===== src/rtl/hp_seq_pkg.sv =====
// Purpose: shared types, pulse indices, fetch windows and length decode for the instruction sequencer.
// Latency: none (declarations and a pure function only).
// Backpressure: none.
package hp_seq_pkg;

  typedef enum logic [1:0] {
    IDLE   = 2'd0,
    EXEC   = 2'd1,
    HALTED = 2'd2
  } seq_state_t;

  // Decoder length codes; codes 5..7 fall through to the 24-state length.
  typedef enum logic [2:0] {
    LEN_8  = 3'd0,
    LEN_10 = 3'd1,
    LEN_12 = 3'd2,
    LEN_14 = 3'd3,
    LEN_24 = 3'd4
  } inst_len_t;

  // Bit positions of the pulses within fsm_out (there is no pP).
  localparam int PA = 18;
  localparam int PB = 17;
  localparam int PC = 16;
  localparam int PD = 15;
  localparam int PE = 14;
  localparam int PF = 13;
  localparam int PG = 12;
  localparam int PH = 11;
  localparam int PI = 10;
  localparam int PJ = 9;
  localparam int PK = 8;
  localparam int PL = 7;
  localparam int PM = 6;
  localparam int PN = 5;
  localparam int PO = 4;
  localparam int PQ = 3;
  localparam int PR = 2;
  localparam int PS = 1;
  localparam int PT = 0;

  // Fetch-phase windows, inclusive state numbers.
  localparam logic [4:0] PC_RD_LO   = 5'd1;
  localparam logic [4:0] PC_RD_HI   = 5'd4;
  localparam logic [4:0] LD_INST_LO = 5'd2;
  localparam logic [4:0] LD_INST_HI = 5'd3;
  localparam logic [4:0] SEL_INC_LO = 5'd5;
  localparam logic [4:0] SEL_INC_HI = 5'd7;
  localparam logic [4:0] LD_PC_LO   = 5'd6;
  localparam logic [4:0] LD_PC_HI   = 5'd7;

  // The decoder length is only trusted once state 8 completes.
  localparam logic [4:0] LEN_LATCH_STATE = 5'd8;
  localparam logic [4:0] FINAL_MAX       = 5'd24;

  function automatic logic [4:0] len_to_final(input logic [2:0] code);
    case (code)
      LEN_8:   len_to_final = 5'd8;
      LEN_10:  len_to_final = 5'd10;
      LEN_12:  len_to_final = 5'd12;
      LEN_14:  len_to_final = 5'd14;
      LEN_24:  len_to_final = 5'd24;
      default: len_to_final = 5'd24;
    endcase
  endfunction

endpackage


===== src/rtl/hp_seq_tick.sv =====
// Purpose: sequencer state-tick generator; SEQ_PRESCALE_EN selects a modulo-CLK_DIV prescaler, else tick is constant 1.
// Latency: tick is combinational from the prescaler register; tick_nxt predicts the following clock.
// Backpressure: none; clr restarts the prescale period.
module hp_seq_tick #(
  parameter int CLK_DIV = 4
) (
  input  logic clk,
  input  logic reset,
  input  logic clr,
  output logic tick,
  output logic tick_nxt
);

`ifdef SEQ_PRESCALE_EN
  localparam int CW = (CLK_DIV > 1) ? $clog2(CLK_DIV) : 1;
  localparam logic [CW-1:0] LAST = CW'(CLK_DIV - 1);

  logic [CW-1:0] div_q, div_d;

  // Next prescaler count: wrap at the last clock of a state, restart on clr.
  always_comb begin
    div_d = CW'(div_q + 1'b1);
    if (clr || (div_q == LAST)) begin
      div_d = '0;
    end
  end

  // Prescaler register.
  always_ff @(posedge clk) begin
    if (reset) begin
      div_q <= '0;
    end else begin
      div_q <= div_d;
    end
  end

  assign tick     = (div_q == LAST);
  assign tick_nxt = (div_d == LAST);
`else
  logic unused_ok;
  assign unused_ok = ^{clk, reset, clr, 32'(CLK_DIV)};
  assign tick      = 1'b1;
  assign tick_nxt  = 1'b1;
`endif

endmodule


===== src/rtl/hp_sequencer.sv =====
// Purpose: relay-computer instruction sequencer: state counter 1..24, pulse vector, fetch controls, run/step/halt.
// Latency: all outputs registered; state 1 appears one clock after run/step in IDLE. SEQ_PRESCALE_EN stretches each state to CLK_DIV clocks.
// Backpressure: none; run low finishes the current instruction, HALTED holds until reset.
module hp_sequencer #(
  parameter int NUM_STATES = 24,
  parameter int FSM_W      = 19,
  parameter int CLK_DIV    = 4
) (
  input  logic             clk,
  input  logic             reset,
  input  logic             run,
  input  logic             step,
  input  logic             halt_req,
  input  logic [2:0]       inst_len,
  output logic [FSM_W-1:0] fsm_out,
  output logic [4:0]       state_num,
  output logic             sel_PC,
  output logic             mem_read,
  output logic             ld_INST,
  output logic             ld_INC,
  output logic             sel_INC,
  output logic             ld_PC,
  output logic             busy,
  output logic             halted,
  output logic             inst_done
);
  import hp_seq_pkg::*;

  seq_state_t       state_q, state_d;
  logic [4:0]       cnt_q, cnt_d;
  logic [4:0]       final_q, final_d;
  logic             is_final_q, is_final_d;
  logic [FSM_W-1:0] fsm_q, fsm_d;
  logic             sel_pc_q, sel_pc_d, mem_rd_q, mem_rd_d;
  logic             ld_inst_q, ld_inst_d, ld_inc_q, ld_inc_d;
  logic             sel_inc_q, sel_inc_d, ld_pc_q, ld_pc_d;
  logic             busy_q, busy_d, halted_q, halted_d, done_q, done_d;
  logic             start, tick, tick_nxt;

  hp_seq_tick #(.CLK_DIV(CLK_DIV)) u_tick (
    .clk      (clk),
    .reset    (reset),
    .clr      (start),
    .tick     (tick),
    .tick_nxt (tick_nxt)
  );

  // Control FSM and state counter: start, advance, and end-of-instruction routing.
  always_comb begin
    state_d = state_q;
    cnt_d   = cnt_q;
    final_d = final_q;
    start   = 1'b0;
    unique case (state_q)
      IDLE: begin
        if (run || step) begin
          state_d = EXEC;
          cnt_d   = 5'd1;
          final_d = 5'(NUM_STATES);
          start   = 1'b1;
        end
      end
      EXEC: begin
        if (tick) begin
          if (is_final_q) begin
            if (halt_req) begin
              state_d = HALTED;
              cnt_d   = 5'd0;
            end else if (run) begin
              cnt_d   = 5'd1;
              final_d = 5'(NUM_STATES);
            end else begin
              state_d = IDLE;
              cnt_d   = 5'd0;
            end
          end else begin
            cnt_d = cnt_q + 5'd1;
            if (cnt_q == LEN_LATCH_STATE) begin
              final_d = len_to_final(inst_len);
            end
          end
        end
      end
      HALTED: begin
      end
      default: begin
        state_d = IDLE;
        cnt_d   = 5'd0;
      end
    endcase
  end

  // Output decode from the next counter value so every output lines up with state_num.
  // State 8 can be final before the length is latched, so it looks at the live code.
  always_comb begin
    is_final_d = (state_d == EXEC) &&
                 ((cnt_d == LEN_LATCH_STATE) ? (len_to_final(inst_len) == LEN_LATCH_STATE)
                                             : (cnt_d == final_d));
    fsm_d = '0;
    for (int k = 0; k < FSM_W; k++) begin
      fsm_d[FSM_W-1-k] = (cnt_d == 5'(k + 1));
    end
    sel_pc_d  = (cnt_d >= PC_RD_LO)   && (cnt_d <= PC_RD_HI);
    mem_rd_d  = sel_pc_d;
    ld_inst_d = (cnt_d >= LD_INST_LO) && (cnt_d <= LD_INST_HI);
    ld_inc_d  = ld_inst_d;
    sel_inc_d = (cnt_d >= SEL_INC_LO) && (cnt_d <= SEL_INC_HI);
    ld_pc_d   = (cnt_d >= LD_PC_LO)   && (cnt_d <= LD_PC_HI);
    busy_d    = (state_d == EXEC);
    halted_d  = (state_d == HALTED);
    done_d    = is_final_d && tick_nxt;
  end

  // State and output registers; reset clears everything on the next edge.
  always_ff @(posedge clk) begin
    if (reset) begin
      state_q    <= IDLE;
      cnt_q      <= 5'd0;
      final_q    <= FINAL_MAX;
      is_final_q <= 1'b0;
      fsm_q      <= '0;
      sel_pc_q   <= 1'b0;
      mem_rd_q   <= 1'b0;
      ld_inst_q  <= 1'b0;
      ld_inc_q   <= 1'b0;
      sel_inc_q  <= 1'b0;
      ld_pc_q    <= 1'b0;
      busy_q     <= 1'b0;
      halted_q   <= 1'b0;
      done_q     <= 1'b0;
    end else begin
      state_q    <= state_d;
      cnt_q      <= cnt_d;
      final_q    <= final_d;
      is_final_q <= is_final_d;
      fsm_q      <= fsm_d;
      sel_pc_q   <= sel_pc_d;
      mem_rd_q   <= mem_rd_d;
      ld_inst_q  <= ld_inst_d;
      ld_inc_q   <= ld_inc_d;
      sel_inc_q  <= sel_inc_d;
      ld_pc_q    <= ld_pc_d;
      busy_q     <= busy_d;
      halted_q   <= halted_d;
      done_q     <= done_d;
    end
  end

  assign fsm_out   = fsm_q;
  assign state_num = cnt_q;
  assign sel_PC    = sel_pc_q;
  assign mem_read  = mem_rd_q;
  assign ld_INST   = ld_inst_q;
  assign ld_INC    = ld_inc_q;
  assign sel_INC   = sel_inc_q;
  assign ld_PC     = ld_pc_q;
  assign busy      = busy_q;
  assign halted    = halted_q;
  assign inst_done = done_q;

endmodule


===== config.mk =====
export PLATFORM = sky130hd
export DESIGN_NAME = hp_sequencer
export DESIGN_NICKNAME = d
export VERILOG_FILES = /design/src/rtl/hp_seq_pkg.sv /design/src/rtl/hp_seq_tick.sv /design/src/rtl/hp_sequencer.sv
export SDC_FILE = /design/constraint.sdc
export NUM_CORES = 1
export LEC_CHECK = 0
export BUFFER_PORTS_ARGS = -buffer_cell sky130_fd_sc_hd__buf_2
export CORE_ASPECT_RATIO = 0.7
export CORE_UTILIZATION = 34
export DETAILED_ROUTE_END_ITERATION = 12
export PLACE_DENSITY = 0.55
export SLEW_MARGIN = 15
export SYNTH_ARGS = -nofsm -noshare
export SYNTH_HDL_FRONTEND = slang
export SYNTH_SLANG_ARGS = --single-unit

===== constraint.sdc =====
create_clock -name clk -period 5.1 [get_ports clk]
set_clock_uncertainty 0.2 [all_clocks]
set_input_delay 1.02 -clock clk [delete_from_list [all_inputs] [get_ports clk]]
set_output_delay 1.02 -clock clk [all_outputs]
set_load 0.05 [all_outputs]

==> impl_metrics.py, run 1 <==
metrics = {
    "run_status": {
        "status": "complete, no violations",
    },
    "layout": {
        "nNetsFinal": 224,
        "fill_cells": 457,
        "design_area_mm2": 0.00196,
        "synthToLayoutAreaGrowth_pct": 19.2,
        "num_antenna_cells": 0,
        "drive_gt1_share_pct": 29.3,
    },
    "place": {
        "placed_cell_area_mm2": 0.00187,
        "place_ws_ns": 2.12,
        "dp_hpwl_mm": 2.66,
        "io_buffers": 40,
        "gp_congestion": 0.780,
    },
    "die": {
        "die_area_mm2": 0.00513,
        "fp.dieW_um": 85.1,
        "num_rows": 20,
        "initial_utilization_pct": 36.7,
        "io_pins": 41,
        "dieHeight_um": 60.2,
        "core-area_mm2": 0.00448,
    },
    "synthesis": {
        "synth_warnings": 0,
        "seq_area_frac_synth_pct": 46.2,
        "ys_ff_latch": 38,
        "synth.avg_cell_area_um2": 9.46,
        "yosysTopAreaCell": "dfxtp_1",
        "synthMostInstantiatedCell": "dfxtp_1",
        "synth_top_area_share_pct": 46.2,
        "synth-main-ff-cell": "dfxtp_1",
        "synth_edf_count": 0,
        "netlist_top_cells_area": "dfxtp_1 46%, nor2_1 7.5%, nand3_1 3.0%",
        "async_reset_ff_share_pct": 0,
        "yosysUniqueCellTypes": 47,
        "synthesis.nets": 184,
        "yosys-top-cells-count": "38 x dfxtp_1, 33 x nor2_1, 10 x nand3_1",
        "synth_area_mm2": 0.00165,
        "synthCells": 174,
    },
    "setup_path": {
        "crit_fanout": 5,
        "critPathKind": "in2reg",
        "crit_slowest_cell": "a211oi_1",
        "critPathArrivalTime_ns": 2.72,
        "cpMostUsedCell": "nor2_1",
        "rrSetupSlack_ns": 2.54,
        "required_ns": 5.11,
        "crit_chain": "buf_2 -> nand2b_1 -> a211oi_1 -> nor2_1 -> nor2_1 -> nand3_1 -> a21oi_1",
        "endpoint_kind": "register",
        "critical-path-max-stage-delay_ns": 0.46,
        "startpoint_type": "primary input",
        "ff2ff_path_depth": 7,
    },
    "timing": {
        "finalSetupViolCount": 0,
        "slew_viol_final": 0,
        "setup_slack_ns": 2.39,
        "finalSetupTns_ns": 0,
        "tightest_slew_ns": 0.635,
        "min_period_ns": 2.71,
        "rsz0062_at_grt": "false",
        "fmax_mhz": 369,
        "relSlewSlack_pct": 57.6,
        "hold_viol": 0,
        "finalCritPeriodShare_pct": 53.2,
    },
    "worst_hold_path": {
        "min_path_cells": 1,
        "hp-class": "reg2reg",
    },
    "routing": {
        "routed_wl_mm": 3.59,
        "route.detailed.drc": 0,
        "ant_nets": 0,
        "met3_wirelength_um": 144,
        "top_layer": "met4",
        "routed_via_density": 4.77,
        "met1_length_mm": 1.96,
        "dr.pass1.iters": 4,
        "wl_per_cell_um": 13.3,
        "dr_wl_met2_mm": 1.47,
        "vias": 1289,
        "drt_iter0_markers": 76,
    },
    "grt": {
        "grt_pass1_vias": 1223,
        "grt.total_usage_pct": 15.6,
        "grt_pass1_wl_mm": 6.06,
        "grt_antenna_before_repair": 0,
        "grt_max_degree": 16,
        "overflow": 0,
    },
    "clock_network": {
        "post_cts_resized": 0,
        "clkSinkCount": 38,
        "cts_setup_buffers": 0,
        "clock_path_buffers": 2,
        "cts_buffers": 5,
        "htreeDepth": 2,
        "clkLatencyLatePin_ns": 0.28,
        "cts_root_buffer": "clkbuf_8",
        "ctsHoldBuffers": 0,
        "cts_tree": "yes",
        "clkTransAtPathRegs_ns": 0.07,
    },
    "power_and_ir_drop": {
        "vdd_drop_max_mv": 0.104,
        "pwr-share-clk_pct": 35.4,
        "powerDensity_mw_per_mm2": 310,
        "combinationalPowerShare_pct": 13.9,
        "p_seq_share_pct": 50.7,
        "p_sw_share_pct": 28.2,
        "power_switching_uw": 172,
        "p_leak_uw": 0.000865,
        "p_int_uw": 436,
    },
    "flow_run": {
        "drv_cap": 0,
    },
}
==> state kept, by name (all words and copies together) (netlist names) <==
name and cells:
busy 1, final_q 5, fsm_out 19, halted 1, inst_done 1, ld_INC 1, ld_PC 1, mem_read 1
sel_INC 1, state_num 5, state_q 2
==> power groups by stage <==
stage | sequential [uW] | combinational [uW] | clock (uW)
after floorplan | 333 | 49.9 | 0
after global placement | 315 | 85.1 | 0
after detailed placement | 315 | 84.5 | 0
after CTS | 308 | 84.7 | 220
after global routing | 310 | 92.5 | 235
final | 308 | 84.4 | 215
==> per-layer routing <==
layer  vias to the layer above  global-route usage (%)
li1                        673                       -
met1                       594                    23.0
met2                        20                    21.8
met3                         2                    4.56
met4                         0                    4.36
met5                         -                       0
==> cells in the final DEF, fill, tap and decap left out, drive strengths merged, types with 2 or more instances in the layout <==
cell     count
nor3b        2
nand3       10
buf         40
nand2        9
dfxtp       38
or2          3
xor2         3
ha           2
clkbuf       6
inv          7
mux2         2
o32ai        2
nor2        34
a21oi        6
nor2b        7
a32oi        2
a21boi       2
xnor2        4
nand4        2
a22oi        2
a2bb2oi      2
and2b        2
nand2b       4
o21ai        4
nor3         6
==> final timing paths <==
| path | from | end |
|---|---|---|
| worst min register to register | final_q[3] | final_q[3] |
| worst max register to register | state_q[0] | fsm_out[13] |
| worst min-delay path | final_q[3] | final_q[3] |
| worst max-delay path | halt_req | sel_INC |
==> metrics by stage <==
stage	hold WS [ns]	std cells	util [%]	power, uW
global placement	0.230	262	41.7	401
global route	0.291	270	43.8	637
floorplan	0.216	174	-	383
CTS	0.256	270	43.8	613
detailed placement	0.234	262	41.7	400
finish	0.256	270	43.8	608
==> cell type report <==
type	count	area (um2)	area share, %
clock buffer	6	82.6	4.21
sequential	38	761	38.8
clock inverter	2	12.5	0.638
inverter	7	26.3	1.34
multi-input combinational	122	811	41.3
timing repair buffer	40	200	10.2
tap	55	68.8	3.51
==> logic make-up (layout without fill, tap and decap cells) <==
kind of cell	after synthesis	in the layout	share of synthesized area, %
muxes	2	2	1.37
AOI/OAI and AO/OA	28	28	16.9
xor gates and xnor gates	7	7	3.73
buffers and inverters	14	55	4.49
and+or+nand+nor	83	83	25.8
adders and majority gates	2	2	1.52
DFF	38	38	46.2
==> critical path, delay by kind of cell <==
| family | cells | cell delay (ns) |
|---|---|---|
| simple gates | 4 | 0.95 |
| compound gates | 2 | 0.64 |
| buf+inv | 1 | 0.11 |
Note: power is estimated with default switching activity, not from simulation.
==> inputs of run 2 (changes only) <==
clock period = 2.8 ns   (was 5.1 ns; I/O delays follow)
==> impl_metrics.py, run 2 (same netlist as run 1, synthesis figures left out) <==
metrics = {
    "clock_network": {
        "ctsHoldBuffers": 0,
        "cts_setup_buffers": 0,
        "clkSinkCount": 38,
        "clkTransAtPathRegs_ns": 0.08,
        "cts_root_buffer": "clkbuf_8",
        "clkLatencyLatePin_ns": 0.29,
        "cts_buffers": 5,
        "htreeDepth": 2,
        "cts_tree": "yes",
        "clock_path_buffers": 2,
        "post_cts_resized": 0,
    },
    "flow_run": {
        "drv_cap": 0,
    },
    "die": {
        "dieHeight_um": 60.2,
        "core-area_mm2": 0.00448,
        "io_pins": 41,
        "num_rows": 20,
        "fp.dieW_um": 85.1,
        "die_area_mm2": 0.00513,
        "initial_utilization_pct": 36.7,
    },
    "place": {
        "placed_cell_area_mm2": 0.00190,
        "place_ws_ns": 0.368,
        "io_buffers": 40,
        "dp_hpwl_mm": 2.74,
        "gp_congestion": 0.817,
    },
    "layout": {
        "design_area_mm2": 0.00203,
        "mostFrequentLayoutCell": "buf_2",
        "num_antenna_cells": 0,
        "fill_cells": 428,
        "synthToLayoutAreaGrowth_pct": 23.7,
        "drive_gt1_share_pct": 30.6,
        "layout_common_cells": "40 x buf_2, 38 x dfxtp_1, 33 x nor2_1, 10 x nand3_1, 9 x nand2_1",
        "largest_reg_flops": 19,
        "nNetsFinal": 228,
    },
    "setup_path": {
        "crit_fanout": 7,
        "critPathArrivalTime_ns": 2.32,
        "critPathKind": "reg2reg",
        "endpoint_kind": "register",
        "required_ns": 2.81,
        "startpoint_type": "register",
        "crit_chain": "inv_1 -> ha_1 -> and4bb_1 -> nor2b_1 -> a32o_1 -> a32oi_1 -> xnor2_1 -> nand3_1 -> o31ai_2",
        "reg2reg_from": "state_num[0]",
        "critical-path-max-stage-delay_ns": 0.48,
        "crit_slowest_cell": "dfxtp_1",
        "crit_path_start": "state_num[0]",
    },
    "grt": {
        "grt_pass1_vias": 1246,
        "grt_max_degree": 16,
        "grt_antenna_before_repair": 0,
        "grt_pass1_wl_mm": 6.06,
        "grt.total_usage_pct": 15.7,
        "overflow": 0,
    },
    "worst_hold_path": {
        "min_from": "final_q[3]",
        "hp-class": "reg2reg",
    },
    "routing": {
        "ant_nets": 0,
        "routed_via_density": 4.82,
        "wl_per_cell_um": 12.9,
        "vias": 1322,
        "dr.pass1.iters": 4,
        "routed_wl_mm": 3.53,
        "route.detailed.drc": 0,
        "drt_iter0_markers": 55,
    },
    "timing": {
        "hold_viol": 0,
        "finalSetupTns_ns": 0,
        "finalCritPeriodShare_pct": 82.6,
        "slew_viol_final": 0,
        "tightest_slew_ns": 0.476,
        "relSlewSlack_pct": 68.0,
        "finalSetupViolCount": 0,
        "min_period_ns": 2.31,
        "setup_slack_ns": 0.487,
        "fmax_mhz": 432,
        "rsz0062_at_grt": "false",
    },
    "power_and_ir_drop": {
        "vdd_drop_max_mv": 0.321,
        "p_leak_uw": 0.000904,
        "powerDensity_mw_per_mm2": 627,
    },
    "run_status": {
        "status": "complete, no violations",
    },
}
-- run 2: changes by cell type in the layout (fill, tap and decap cells not counted), sizes merged --
cell / change
clkbuf: -1
bufinv: +2
clkinvlp: -1
buf: +4
-- run 2: final cells by class --
| cell class | instances | area [um2] | share of cell area [%] |
|---|---|---|---|
| multi-input combinational | 122 | 811 | 39.9 |
| sequential | 38 | 761 | 37.4 |
| timing repair buffer | 44 | 230 | 11.3 |
| clock buffer | 5 | 68.8 | 3.38 |
| clock inverter | 3 | 68.8 | 3.38 |
| tap | 55 | 68.8 | 3.38 |
| inverter | 7 | 26.3 | 1.29 |
-- run 2: metal layers --
metal | wire length [um] | track usage, %
met5 | 0 | 0
met4 | 35 | 4.36
met3 | 140 | 4.83
met2 | 1400 | 22.0
met1 | 1960 | 22.8
-- run 2: power by group --
part,switching (uW),internal [uW],total (uW)
logic,108,48.9,157
registers,11.2,551,562
clock network,199,357,556
-- run 2: final timing paths --
kind	end	slack, ns	cells after the start
worst max-delay path	inst_done	0.49	9
worst min-delay path	final_q[3]	0.28	1
worst max register to register	inst_done	0.49	9
worst min register to register	final_q[3]	0.28	1
-- run 2: worst max-delay path, delay by kind of cell (launching register included) --
kind	cells	cell delay, ns
AO/OA/AOI/OAI	3	0.64
XOR/XNOR	1	0.15
adder cells (fa/ha/maj)	1	0.20
buffers and inverters	1	0.08
flip-flops	1	0.48
AND/OR/NAND/NOR	3	0.48
-- run 2: through the flow --
stage | total power (uW) | util (%) | hold WS (ns) | instances
2_1_floorplan | 697 | - | 0.216 | 174
3_3_place_gp | 734 | 42.3 | 0.232 | 266
3_5_place_dp | 732 | 42.3 | 0.253 | 266
4_1_cts | 1280 | 45.4 | 0.276 | 274
5_1_grt | 1320 | 45.4 | 0.296 | 274
6_report | 1270 | 45.4 | 0.277 | 274
==> inputs of run 3 (changes only) <==
clock period = 2.3 ns   (was 2.8 ns; I/O delays follow)
==> impl_metrics.py, run 3 (same netlist as run 1, synthesis figures left out) <==
metrics = {
    "timing": {
        "finalSetupTns_ns": 0,
        "whs_ns": 0.250,
        "tightest_slew_ns": 0.390,
        "finalSetupViolCount": 0,
        "min_period_ns": 2.17,
        "finalCritPeriodShare_pct": 94.2,
        "hold_viol": 0,
        "fmax_mhz": 462,
        "relSlewSlack_pct": 74.0,
        "slew_viol_final": 0,
    },
    "die": {
        "num_rows": 20,
        "core-area_mm2": 0.00448,
        "die_area_mm2": 0.00513,
        "fp.dieW_um": 85.1,
        "dieHeight_um": 60.2,
        "io_pins": 41,
        "initial_utilization_pct": 36.7,
    },
    "layout": {
        "synthToLayoutAreaGrowth_pct": 28.4,
        "fin_cells": 286,
        "layout_common_cells": "40 x buf_2, 33 x nor2_1, 32 x dfxtp_1, 16 x buf_4, 10 x nand3_1",
        "largest_reg_flops": 19,
        "mostFrequentLayoutCell": "buf_2",
        "nNetsFinal": 240,
        "num_antenna_cells": 0,
        "drive_gt1_share_pct": 38.5,
        "final_util_pct": 47.2,
    },
    "grt": {
        "grt_pass1_wl_mm": 6.18,
        "grt.total_usage_pct": 15.8,
        "grt_pass1_vias": 1247,
        "grt_antenna_before_repair": 0,
        "grt_max_degree": 16,
        "overflow": 0,
    },
    "routing": {
        "drt_iter0_markers": 47,
        "routed_via_density": 4.72,
        "ant_nets": 0,
        "wl_per_cell_um": 13.1,
        "route.detailed.drc": 0,
        "dr.pass1.iters": 4,
        "routed_wl_mm": 3.74,
        "vias": 1351,
    },
    "setup_path": {
        "worst-path-buf-inv": 1,
        "crit_fanout": 4,
        "endpoint_kind": "register",
        "startpoint_type": "register",
        "crit_slowest_cell": "dfxtp_4",
        "critical-path-max-stage-delay_ns": 0.37,
        "crit_chain": "inv_1 -> ha_2 -> and4bb_2 -> nor2b_4 -> a32o_1 -> a32oi_2 -> xnor2_1 -> nand3_1 -> o31ai_2",
        "required_ns": 2.30,
        "critPathArrivalTime_ns": 2.16,
        "critPathKind": "reg2reg",
        "crit_family": "compound AO/OA/AOI/OAI gates",
    },
    "clock_network": {
        "clkSinkCount": 38,
        "ctsHoldBuffers": 0,
        "clkLatencyLatePin_ns": 0.28,
        "cts_buffers": 5,
        "clkTransAtPathRegs_ns": 0.08,
        "cts_tree": "yes",
        "htreeDepth": 2,
        "clock_path_buffers": 2,
        "cts_root_buffer": "clkbuf_8",
    },
    "worst_hold_path": {
        "hp-class": "reg2reg",
    },
    "place": {
        "place_inst": 274,
        "dp_hpwl_mm": 2.79,
        "gp_congestion": 0.857,
        "io_buffers": 40,
    },
    "run_status": {
        "status": "complete, no violations",
    },
    "power_and_ir_drop": {
        "p_leak_uw": 0.000941,
        "vdd_drop_max_mv": 0.289,
        "total_power_uw": 1380,
        "powerDensity_mw_per_mm2": 652,
    },
    "flow_run": {
        "drv_cap": 0,
    },
}
-- run 3: cell types whose count changed in the layout (fill, tap and decap cells not counted), sizes merged --
cell      change
clkbuf        +1
bufinv        -2
clkinvlp      +1
buf          +12
-- run 3: worst register-to-register path, delay by kind of cell, from the launching register on --
kind | cells | cell delay (ns)
AO/OA/AOI/OAI | 3 | 0.67
XOR/XNOR | 1 | 0.14
adder cells (fa/ha/maj) | 1 | 0.18
buffers and inverters | 1 | 0.04
flip-flops | 1 | 0.37
AND/OR/NAND/NOR | 3 | 0.48
-- run 3: area by class of cell --
class                           count  area, um2
Tap cell                           55       68.8
Timing Repair Buffer               56        320
Fill cell                         433       2370
Inverter                            7       26.3
Clock buffer                        6       82.6
Multi-Input combinational cell    122        828
Clock inverter                      2       12.5
Sequential cell                    38        773
-- run 3: final timing paths --
| check | startpoint | end | slack (ns) | depth (start not counted) |
|---|---|---|---|---|
| setup / recovery | state_num[0] | inst_done | 0.13 | 9 |
| hold / removal | final_q[3] | final_q[3] | 0.25 | 1 |
| setup reg to reg | state_num[0] | inst_done | 0.13 | 9 |
| hold reg to reg | final_q[3] | final_q[3] | 0.25 | 1 |
-- run 3: through the flow --
step           instance area (um2)  setup slack (ns)
5_1_grt                       2110          -0.00135
6_report                      2110             0.134
4_1_cts                       2060            0.0268
3_3_place_gp                  1960            0.0618
2_1_floorplan                 1650            0.0468
3_5_place_dp                  1960            0.0485
-- run 3: power by group --
part / internal [uW] / leakage [uW] / total [uW] / switching, uW
Clock: 241 / 0.0000472 / 474 / 233
Combinational: 79.1 / 0.000583 / 222 / 142
Sequential: 671 / 0.000311 / 682 / 10.8
-- run 3: repair_timing --
action | in CTS | in global routing
setup endpoints to repair | 0 | 6
gates resized for setup | 0 | 9
setup buffers | 0 | 4
endpoints found under the hold margin | 0 | 0
-- run 3: metal layers --
layer	track usage [%]	vias up	wire length [um]
met2	21.2	26	1480
met1	24.6	615	2080
li1	-	708	-
met5	0	-	0
met4	2.91	0	11
met3	4.42	2	171
